--- src/rtl/crc32_stream.sv ---
// Streaming CRC-32 engine for FrameLink traffic. Each cycle it folds the valid bytes of one word
// into the CRC and presents each finished frame CRC through a single-entry valid/ready result register.
module crc32_stream #(
    parameter int          DATA_WIDTH = 64,
    parameter logic [31:0] POLY       = 32'h04C11DB7,
    parameter logic [31:0] INIT       = 32'hFFFFFFFF,
    parameter logic [31:0] XOROUT     = 32'hFFFFFFFF,
    parameter bit          REFLECT    = 1'b1,
    localparam int         NBYTES     = DATA_WIDTH / 8,
    localparam int         REM_W      = (NBYTES > 1) ? $clog2(NBYTES) : 1
) (
    input  logic                  CLK,
    input  logic                  RESET_N,
    input  logic [DATA_WIDTH-1:0] RX_DATA,
    input  logic [REM_W-1:0]      RX_REM,
    input  logic                  RX_SOF_N,
    input  logic                  RX_EOF_N,
    input  logic                  RX_SRC_RDY_N,
    output logic                  RX_DST_RDY_N,
    output logic [31:0]           CRC_DATA,
    output logic                  CRC_VLD,
    input  logic                  CRC_RDY,
    output logic                  ERR
);

    typedef enum logic {IDLE, RUN} state_t;

    function automatic logic [31:0] rev32(input logic [31:0] v);
        logic [31:0] r;
        for (int i = 0; i < 32; i++) r[i] = v[31-i];
        return r;
    endfunction

    localparam logic [31:0] POLY_R = rev32(POLY);
    // In reflected mode the register lives bit-reversed, so the seed is reversed too.
    localparam logic [31:0] SEED   = REFLECT ? rev32(INIT) : INIT;

    function automatic logic [31:0] crc_byte(input logic [31:0] c, input logic [7:0] b);
        logic [31:0] r;
        if (REFLECT) begin
            r = c ^ {24'd0, b};
            for (int k = 0; k < 8; k++) r = r[0] ? ((r >> 1) ^ POLY_R) : (r >> 1);
        end else begin
            r = c ^ {b, 24'd0};
            for (int k = 0; k < 8; k++) r = r[31] ? ((r << 1) ^ POLY) : (r << 1);
        end
        return r;
    endfunction

    state_t      state_q, state_d;
    logic [31:0] crc_q, crc_d;
    logic [31:0] res_q, res_d;
    logic        vld_q, vld_d;
    logic        err_q, err_d;

    logic        acc, sof, eof;
    logic [31:0] chain;

    assign sof          = ~RX_SOF_N;
    assign eof          = ~RX_EOF_N;
    assign RX_DST_RDY_N = vld_q & ~CRC_RDY;
    assign acc          = ~RX_SRC_RDY_N & ~RX_DST_RDY_N;

    // Unrolled byte chain; an SOF word always starts from the seed, whatever the current state.
    always_comb begin
        chain = sof ? SEED : crc_q;
        for (int i = 0; i < NBYTES; i++) begin
            if (!eof || (i <= int'(RX_REM))) chain = crc_byte(chain, RX_DATA[8*i +: 8]);
        end
    end

    always_comb begin
        state_d = state_q;
        crc_d   = crc_q;
        res_d   = res_q;
        vld_d   = vld_q & ~CRC_RDY;
        err_d   = 1'b0;
        if (acc) begin
            if (sof || state_q == RUN) begin
                if (sof && state_q == RUN) err_d = 1'b1;
                if (eof) begin
                    res_d   = chain ^ XOROUT;
                    vld_d   = 1'b1;
                    crc_d   = SEED;
                    state_d = IDLE;
                end else begin
                    crc_d   = chain;
                    state_d = RUN;
                end
            end else begin
                err_d = 1'b1;
            end
        end
    end

    always_ff @(posedge CLK or negedge RESET_N) begin
        if (!RESET_N) begin
            state_q <= IDLE;
            crc_q   <= SEED;
            res_q   <= 32'd0;
            vld_q   <= 1'b0;
            err_q   <= 1'b0;
        end else begin
            state_q <= state_d;
            crc_q   <= crc_d;
            res_q   <= res_d;
            vld_q   <= vld_d;
            err_q   <= err_d;
        end
    end

    assign CRC_DATA = res_q;
    assign CRC_VLD  = vld_q;
    assign ERR      = err_q;

endmodule

--- config.mk ---
export PLATFORM = sky130hd
export DESIGN_NAME = crc32_stream
export DESIGN_NICKNAME = d
export VERILOG_FILES = /design/src/rtl/crc32_stream.sv
export SDC_FILE = /design/constraint.sdc
export NUM_CORES = 1
export LEC_CHECK = 0
export ABC_AREA = 1
export BUFFER_PORTS_ARGS = -buffer_cell sky130_fd_sc_hd__buf_4
export CAP_MARGIN = 20
export CORE_MARGIN = 1.5
export CORE_UTILIZATION = 45
export CTS_CLUSTER_DIAMETER = 200
export CTS_CLUSTER_SIZE = 14
export DETAILED_ROUTE_END_ITERATION = 7
export GPL_TIMING_DRIVEN = 0
export PLACE_DENSITY_LB_ADDON = 0.12
export SETUP_SLACK_MARGIN = 0.1
export SLEW_MARGIN = 10
export SYNTH_ARGS = -nofsm -noshare
export SYNTH_HDL_FRONTEND = slang
export SYNTH_SLANG_ARGS = --single-unit
export TNS_END_PERCENT = 10
--- constraint.sdc ---
create_clock -name CLK -period 12.1 [get_ports CLK]
set_input_delay 0 -clock CLK [delete_from_list [all_inputs] [get_ports CLK]]
set_output_delay 0 -clock CLK [all_outputs]
set_load 0.01 [all_outputs]
Word-level counts from Yosys, hierarchy flattened
Cells that the tools add are included.
{"block": "op_classes", "addsub": 0, "mul": 0, "div": 0, "magnitude_cmp": 7, "eq_ne": 0, "shifts": 0, "muxes": 80, "bitwise": 80, "reduce_logical": 11}
{"cell": "2-to-1 mux 32 bit", "count": 73}
{"cell": "NOT 13 -> 14 bit", "count": 64}
{"cell": "bitwise XOR 32 x 8 -> 32 bit", "count": 8}
{"cell": "NOT 32 bit", "count": 1}
{"cell": "less-or-equal comparator 3 bit (first input constant)", "count": 4}
{"cell": "logical OR 1 bit", "count": 8}
{"cell": "2-to-1 mux 1 bit", "count": 7}
{"cell": "less-or-equal comparator 2 x 3 -> 1 bit (first input constant)", "count": 2}
{"cell": "NOT 1 bit", "count": 5}
{"cell": "less-or-equal comparator 1 x 3 -> 1 bit (first input constant)", "count": 1}
{"cell": "AND reduction 3 bit", "count": 1}
{"cell": "AND 1 bit", "count": 2}
{"cell": "AND reduction 2 bit", "count": 1}
{"cell": "logical AND 1 bit", "count": 1}
{"block": "word_totals", "ff_bits": 67, "latchBits": 0, "ramBits": 0, "rom_bits": 0, "inputBits": 73, "out_inout_bits": 35, "word_cells": 183, "mem_count": 0}

Depth between registers and ports, before layout
Gate-level depths: netlist of the first run.
{"block": "depth", "ltp_word": 145, "mapped_depth": 69}

Worst setup path before layout of the first run
No wires, ideal clock.
{"block": "synth_path", "kind": "reg-to-reg", "start": "register crc_q[4]", "end": "register crc_q[25]", "arrival_ps": 5382, "required_time_ps": 12026, "setup_slack_ps": 6644, "stages_incl_launch_ff": 62, "synth_period_minus_slack_ps": 5456, "cell_sequence": "dfstp_2 inv_1 nand2_1 nand2_1 nand2_1 buf_4 nand2_1 nand2_1 inv_2 nand2_2 nand3_2 nand2_4 nand2_1 nand3_2 nand3_1 nand2_1 buf_4 nand2_1 (+26 left out) nand2_2 nand2_4 nand2_1 nand2_1 nand2_1 nand2_1 inv_1 nand2_1 nand4_1 nand2_4 inv_2 nand2_2 nand2_2 or2_1 nand3_2 nand3_2 o21ai_2 inv_2"}
{"block": "synth_between", "elab_chain_cells": 103, "elab_cells_between_ends": 137}
{"element": "start, declared", "line": "51", "text": "logic [31:0] crc_q, crc_d;"}
{"element": "start signal, assigned", "line": "105", "text": "crc_q <= crc_d;"}
{"element": "2-to-1 mux 32 bit (*)", "line": "66", "text": "chain = sof ? SEED : crc_q;"}
{"element": "bitwise XOR 32 x 8 -> 32 bit (*)", "line": "41", "text": "r = c ^ {24'd0, b};"}
{"element": "2-to-1 mux 32 bit (*) (5 in a row)", "line": "42", "text": "for (int k = 0; k < 8; k++) r = r[0] ? ((r >> 1) ^ POLY_R) : (r >> 1);"}
{"element": "NOT 13 -> 14 bit (no line)"}
{"element": "2-to-1 mux 32 bit (*)", "line": "42"}
{"element": "NOT 13 -> 14 bit (no line) / 2-to-1 mux 32 bit (equally long branches)"}
{"element": "2-to-1 mux 32 bit (*) (2 in a row)", "line": "42"}
{"element": "bitwise XOR 32 x 8 -> 32 bit / 2-to-1 mux 32 bit (equally long branches)", "line": "41, 42"}
{"element": "(+80 left out)"}
{"element": "NOT 13 -> 14 bit (no line) / 2-to-1 mux 32 bit (equally long branches)"}
{"element": "2-to-1 mux 32 bit (2 in a row)", "line": "42"}
{"element": "NOT 13 -> 14 bit (no line) / 2-to-1 mux 32 bit (equally long branches)"}
{"element": "2-to-1 mux 32 bit", "line": "42"}
{"element": "NOT 13 -> 14 bit (no line)"}
{"element": "2-to-1 mux 32 bit (2 in a row)", "line": "42"}
{"element": "2-to-1 mux 32 bit (*)", "line": "68", "text": "if (!eof || (i <= int'(RX_REM))) chain = crc_byte(chain, RX_DATA[8*i +: 8]);"}
{"element": "2-to-1 mux 32 bit (*)", "line": "81", "text": "if (eof) begin"}
Mark *: on every way between the ends. The rest lies on a longest branch, timed or not.
A chain may end at the register's enable or synchronous reset.

Worst setup path after layout of the first run
{"block": "layout_path", "start": "register crc_q[2]", "end": "register res_q[22] (netlist: CRC_DATA[22])"}
{"block": "layout_between", "elab_chain_cells": 104, "elab_cells_between_ends": 139}
{"element": "2-to-1 mux 32 bit (*)", "line": "66"}
{"element": "bitwise XOR 32 x 8 -> 32 bit (*)", "line": "41"}
{"element": "2-to-1 mux 32 bit (*) (3 in a row)", "line": "42"}
{"element": "NOT 13 -> 14 bit (no line) / 2-to-1 mux 32 bit (equally long branches)"}
{"element": "2-to-1 mux 32 bit (*) (3 in a row)", "line": "42"}
{"element": "NOT 13 -> 14 bit (no line) / 2-to-1 mux 32 bit (equally long branches)"}
{"element": "2-to-1 mux 32 bit (*) (2 in a row)", "line": "42"}
{"element": "bitwise XOR 32 x 8 -> 32 bit (tied with other cells)", "line": "41"}
{"element": "(+81 left out)"}
{"element": "NOT 13 -> 14 bit (no line) / 2-to-1 mux 32 bit (equally long branches)"}
{"element": "2-to-1 mux 32 bit (2 in a row)", "line": "42"}
{"element": "NOT 13 -> 14 bit (no line) / 2-to-1 mux 32 bit (equally long branches)"}
{"element": "2-to-1 mux 32 bit", "line": "42"}
{"element": "NOT 13 -> 14 bit (no line) / 2-to-1 mux 32 bit (equally long branches)"}
{"element": "2-to-1 mux 32 bit (2 in a row)", "line": "42"}
{"element": "2-to-1 mux 32 bit (*)", "line": "68"}
{"element": "NOT 32 bit (no line) (*)"}
{"element": "end signal, assigned", "line": "106", "text": "res_q <= res_d;"}
{"element": "end, declared", "line": "52", "text": "logic [31:0] res_q, res_d;"}
Marked as above.

==> impl_metrics.toml, run 1 <==
[run_status]
status = "complete, no violations"

[grt]
track_usage = 0.3815
grt_first_pass_wirelength_um = 114900
overflow = 0
antenna_found_initial = 2
grt_pass1_vias = 19970
grt_max_degree = 68

[critical_path]
crit_buf_inv = 5
cp-start-kind = "register"
slowest_delay_ps = 510
worstPathRequired_ps = 12370
critPathKind = "reg -> reg"
path_delay_family = "simple AND/OR/NAND/NOR gates"
arrival_ps = 8270
critPathMaxFanout = 10
endpoint_kind = "register"
cpMaxStageDelayCell = "dfstp_2"
path_common_cell = "nand2_1"

[routing]
drc_errors = 0
ant_nets = 0
routedWlPerCell_um = 19.26
via_per_inst = 5.626
drt_iter0_markers = 2301
wirelength_um = 76050
via_count = 22210
dr.pass1.iters = 6

[flow_run]
drv_cap = 0

[placed_design]
dp_cells = 3926
gp_congestion = 1.038
portBuffers = 107
dp_hpwl_um = 63960

[sta]
setup_tns_ps = 0
fmax_mhz = 124.9
fin_skew_ps = 7.332
fin_crit_ps = 8004
finalHoldViolations = 0
slew_headroom = 0.3627
finalSetupViolCount = 0
finalCritPeriodShare = 0.6614
rsz0062_at_grt = "no"
slew_viol_final = 0
worstMarginPinSlew_ps = 945.9

[logic_synthesis]
synth_cell_type_count = 49
synthCells = 3308
ys_seq_area_frac = 0.09977
ys_seq_elements = 67
syn_area_per_cell_um2 = 5.201
synth_ff_type = "dfrtp_1"
syn-cell-area_um2 = 17210
syn-num-nets = 3382
synthArstFlopShare = 1.000
synth_edf_count = 0
ys.warnings.count = 0

[die]
start_util = 0.4568
io_pins = 108
chipHeight_um = 198.5
die_area_um2 = 39420
fp.coreArea_um2 = 37670
die_w_um = 198.5
std_cell_rows = 71

[layout]
drive_above_1_share = 0.1613
fin_nets = 3504
fin_cells = 3948
utilization = 0.5034
area_growth_pct = 10.20
nFillCells = 4138

[cts]
cts_tree = "done"
cts_root_buf = "clkbuf_16"
htreeDepth = 3
cts_buffers = 9
clk_latency_ps = 330
cts_resized = 0
cts_buffer_depth = 2
clock_sinks = 67
clk_pin_slew_ps = 50

[worst_hold_path]
holdCritPathClass = "in -> reg"
## cell type report
cell class / instances / area, um^2 / share of cell area
clock inverters: 3 / 17.52 / 0.0009238
diodes: 2 / 5.005 / 0.0002639
well taps: 511 / 639.4 / 0.03372
repair buffers: 111 / 843.3 / 0.04447
clock buffers: 13 / 250.2 / 0.01320
multi-input cells: 2882 / 13930 / 0.7344
flip-flops and latches: 67 / 1717 / 0.09053
plain buffers: 81 / 515.5 / 0.02719
inverters: 278 / 1049 / 0.05530
## worst paths after layout
check                                           end                      from  cells after the start  slack [ps]
max                        CRC_DATA[22]$_DFFE_PN0P_      crc_q[2]$_DFFE_PN1P_                     58        4100
min                         CRC_DATA[3]$_DFFE_PN0P_                  RX_EOF_N                      5         280
max reg2reg                CRC_DATA[22]$_DFFE_PN0P_      crc_q[2]$_DFFE_PN1P_                     58        4100
min reg2reg                CRC_DATA[19]$_DFFE_PN0P_  CRC_DATA[19]$_DFFE_PN0P_                      2         490
max in group asynchronous  CRC_DATA[12]$_DFFE_PN0P_                   RESET_N                      2       11250
min in group asynchronous   CRC_DATA[0]$_DFFE_PN0P_                   RESET_N                      2         340
## sequential cells by signal, summed over array words and instances, names as in the netlist
name      count
CRC_DATA     32
crc_q        32
CRC_VLD       1
ERR           1
state_q       1
## cells in the mapped netlist, types with 18 or more instances
cell type,number,area share
nand2_1,1607,0.35
nand3_1,652,0.19
inv_1,235,0.051
nand2_2,168,0.061
xor2_1,95,0.048
nand3_2,60,0.035
nor2_1,60,0.013
nand2_4,40,0.026
inv_2,38,0.0083
dfrtp_1,35,0.051
o21ai_0,35,0.010
dfstp_2,32,0.049
o21ai_1,29,0.0084
buf_4,23,0.010
buf_2,20,0.0058
clkbuf_1,20,0.0044
a21oi_1,18,0.0052
xnor2_1,18,0.0092
## logic make-up after synthesis
logic type / synth area share
AO/OA/AOI/OAI: 0.03861
XOR/XNOR: 0.06734
adder cells (fa/ha/maj): 0.0007271
buffers and inverters: 0.09090
flip-flops: 0.09977
AND/OR/NAND/NOR: 0.7027
## timing repair
action / CTS / global route
hold buffers: 4 / 0
buffers inserted: 0 / 0
hold endpoints to repair: 37 / 0
## cell usage in the layout, fill, tap and decap left out, types with 5 or more instances in the layout
master / count
inv_2: 38
nand2_1: 1607
nor2_1: 60
buf_1: 5
nand2_4: 40
clkbuf_1: 23
or2_1: 6
o22ai_1: 8
clkbuf_16: 9
xor2_2: 7
nand2_2: 168
nand3_4: 6
xnor2_1: 18
xor2_1: 95
nand3_2: 60
o21ai_1: 29
nand3_1: 652
o21ai_0: 35
dfrtp_1: 35
nand4_1: 9
buf_4: 130
or2_2: 13
nand3b_1: 10
buf_6: 9
a21oi_1: 18
o211ai_1: 8
dfstp_2: 32
buf_2: 20
dlygate4sd3_1: 5
inv_1: 235
## stage by stage
step | hold WS (ps) | worst slack (ps) | instance area [um^2]
floorplan | -295.6 | 6644 | 17210
global placement | 141.1 | 4525 | 18650
detailed placement | 147.8 | 4400 | 18650
CTS | 248.4 | 4363 | 18960
global route | 287.6 | 3468 | 18960
finish | 282.5 | 4096 | 18960
## worst reg2reg max path, delay by kind of cell, from the launching register on
family / cells / cell delay, ps
compound gates: 1 / 240
flops: 1 / 510
simple gates: 52 / 6630
buf+inv: 5 / 510
## layer usage
metal,vias to the layer above,GRT usage,wire (um),part of all wire
met3,176,0.05290,7076,0.093
li1,10780,-,-,-
met2,1129,0.6100,33460,0.44
met1,10130,0.5128,32040,0.42
met5,-,0,0,0
met4,0,0.1619,3474,0.046
Power of run 1 is not shown: default switching activity piles up to over one toggle a cycle in this logic, so the estimate is an artifact.
==> inputs of run 2 (changes only) <==
==> constraint.sdc (replaced) <==
create_clock -name CLK -period 7.9 [get_ports CLK]
set_input_delay 0 -clock CLK [delete_from_list [all_inputs] [get_ports CLK]]
set_output_delay 0 -clock CLK [all_outputs]
set_load 0.01 [all_outputs]
==> run 2 against run 1 <==
  * Global-route usage unchanged
  * Non-clock buffer count up 6
  * Via count up 0.54%
  * First-iteration DRC count down 0.74%
  * Clock-buffer cell count unchanged
  * Die area unchanged
  * Clock skew up 2.4 ps
  * Final area up 2.0%
  * Cell count up 0.15%
  * Sequential share of layout area down 0.18 points
==> impl_metrics.toml, run 2 (synthesized netlist as in run 1, its figures left out) <==
[critical_path]
reg2reg_depth = 56
critPathMaxFanout = 8
cp-start-kind = "register"
endpoint_kind = "register"
slowest_delay_ps = 570
cpMaxStageDelayCell = "dfstp_2"
worstPathRequired_ps = 8150
path_common_cell = "nand2_1"
arrival_ps = 7590
critPathKind = "reg -> reg"

[cts]
cts_buffers = 9
htreeDepth = 3
clk_pin_slew_ps = 60
clock_sinks = 67
clk_latency_ps = 330
cts_tree = "done"
cts_root_buf = "clkbuf_16"
cts_buffer_depth = 2

[layout]
final_cell_mix = "nand2_1 (1577), nand3_1 (645), inv_1 (235), nand2_2 (173), buf_4 (133)"
area_growth_pct = 12.45
fin_nets = 3510
final_common_cell = "nand2_1"
drive_above_1_share = 0.1764

[routing]
drc_errors = 0
wl_met1_um = 32090
wl_met2_um = 33500
via_per_inst = 5.648
via_count = 22330
wirelength_um = 76180
wl_met3_um = 6944
routedWlPerCell_um = 19.27
highest_layer = "met4"
dr.pass1.iters = 8
drt_iter0_markers = 2284
ant_nets = 0

[sta]
fin_skew_ps = 9.767
finalHoldViolations = 0
slew_headroom = 0.4047
setup_tns_ps = 0
fin_ws_ps = 563.9
slew_viol_final = 0
worstMarginPinSlew_ps = 889.7
fmax_mhz = 136.3
fin_crit_ps = 7336
rsz0062_at_grt = "yes"
finalCritPeriodShare = 0.9286
finalSetupViolCount = 0

[die]
chipHeight_um = 198.5
die_w_um = 198.5
fp.coreArea_um2 = 37670
start_util = 0.4568
io_pins = 108
die_area_um2 = 39420
std_cell_rows = 71

[run_status]
status = "complete, no violations"

[worst_hold_path]
hold_depth = 5
holdCritPathClass = "in -> reg"

[placed_design]
gp_congestion = 1.038
portBuffers = 107
dp_hpwl_um = 63960
preCtsSetupSlack_ps = 199.9

[grt]
grt_max_degree = 68
track_usage = 0.3815
grt_first_pass_wirelength_um = 114900
antenna_found_initial = 2
grt_pass1_vias = 19970
overflow = 0

[flow_run]
drv_cap = 0
run 2: changes by cell type in the layout (fill, tap and decap cells not counted), moves of 2 or more:
cell,previous run,this run
o21ai_2,2,5
inv_4,2,4
xor2_1,95,93
nand2_4,40,65
nand3_2,60,66
nor2_4,4,7
nand2_1,1607,1577
buf_6,9,12
buf_4,130,133
nand3_1,652,645
nand2_2,168,173
inv_2,38,36
o21ai_1,29,26
nor2_1,60,57
run 2: per-layer routing:
layer | vias up | global-route usage
li1 | 10800 | -
met1 | 10260 | 0.5128
met2 | 1101 | 0.6100
met3 | 174 | 0.05290
met4 | 0 | 0.1619
met5 | - | 0
run 2: final timing paths:
path	from	endpoint	slack, ps
min reg2reg	CRC_DATA[17]$_DFFE_PN0P_	CRC_DATA[17]$_DFFE_PN0P_	490
max in group asynchronous	RESET_N	CRC_DATA[30]$_DFFE_PN0P_	7050
min	RX_EOF_N	CRC_DATA[26]$_DFFE_PN0P_	270
max	crc_q[0]$_DFFE_PN1P_	crc_q[4]$_DFFE_PN1P_	560
max reg2reg	crc_q[0]$_DFFE_PN1P_	crc_q[4]$_DFFE_PN1P_	560
min in group asynchronous	RESET_N	CRC_DATA[0]$_DFFE_PN0P_	340
run 2: timing repair:
action,CTS,global route
hold endpoints to repair,37,0
hold buffers,4,0
resized for setup,0,85
setup endpoints to repair,0,64
setup buffers,0,6
run 2: critical path: cells and delay by family (launching register included):
family / cells / cell delay, ps
buf+inv: 3 / 210
flops: 1 / 570
simple gates: 50 / 5860
xor+xnor: 2 / 410
compound gates: 1 / 180
run 2: metrics by stage:
stage | utilization | std cells | instance area [um^2] | hold slack, ps
detailed placement | 0.4951 | 3926 | 18650 | 147.8
global route | 0.5137 | 3954 | 19350 | 287.6
global placement | 0.4951 | 3926 | 18650 | 141.1
floorplan | - | 3308 | 17210 | -295.6
CTS | 0.5033 | 3946 | 18960 | 248.4
finish | 0.5137 | 3954 | 19350 | 266.9
run 2: area by class of cell:
cell class,instances,area (um^2)
fillers,4128,18320
multi-input cells,2882,14250
flip-flops and latches,67,1717
inverters,278,1054
repair buffers,117,888.4
well taps,511,639.4
plain buffers,81,526.8
clock buffers,13,250.2
clock inverters,3,17.52
diodes,2,5.005
Power of run 2 is left out for the same reason.
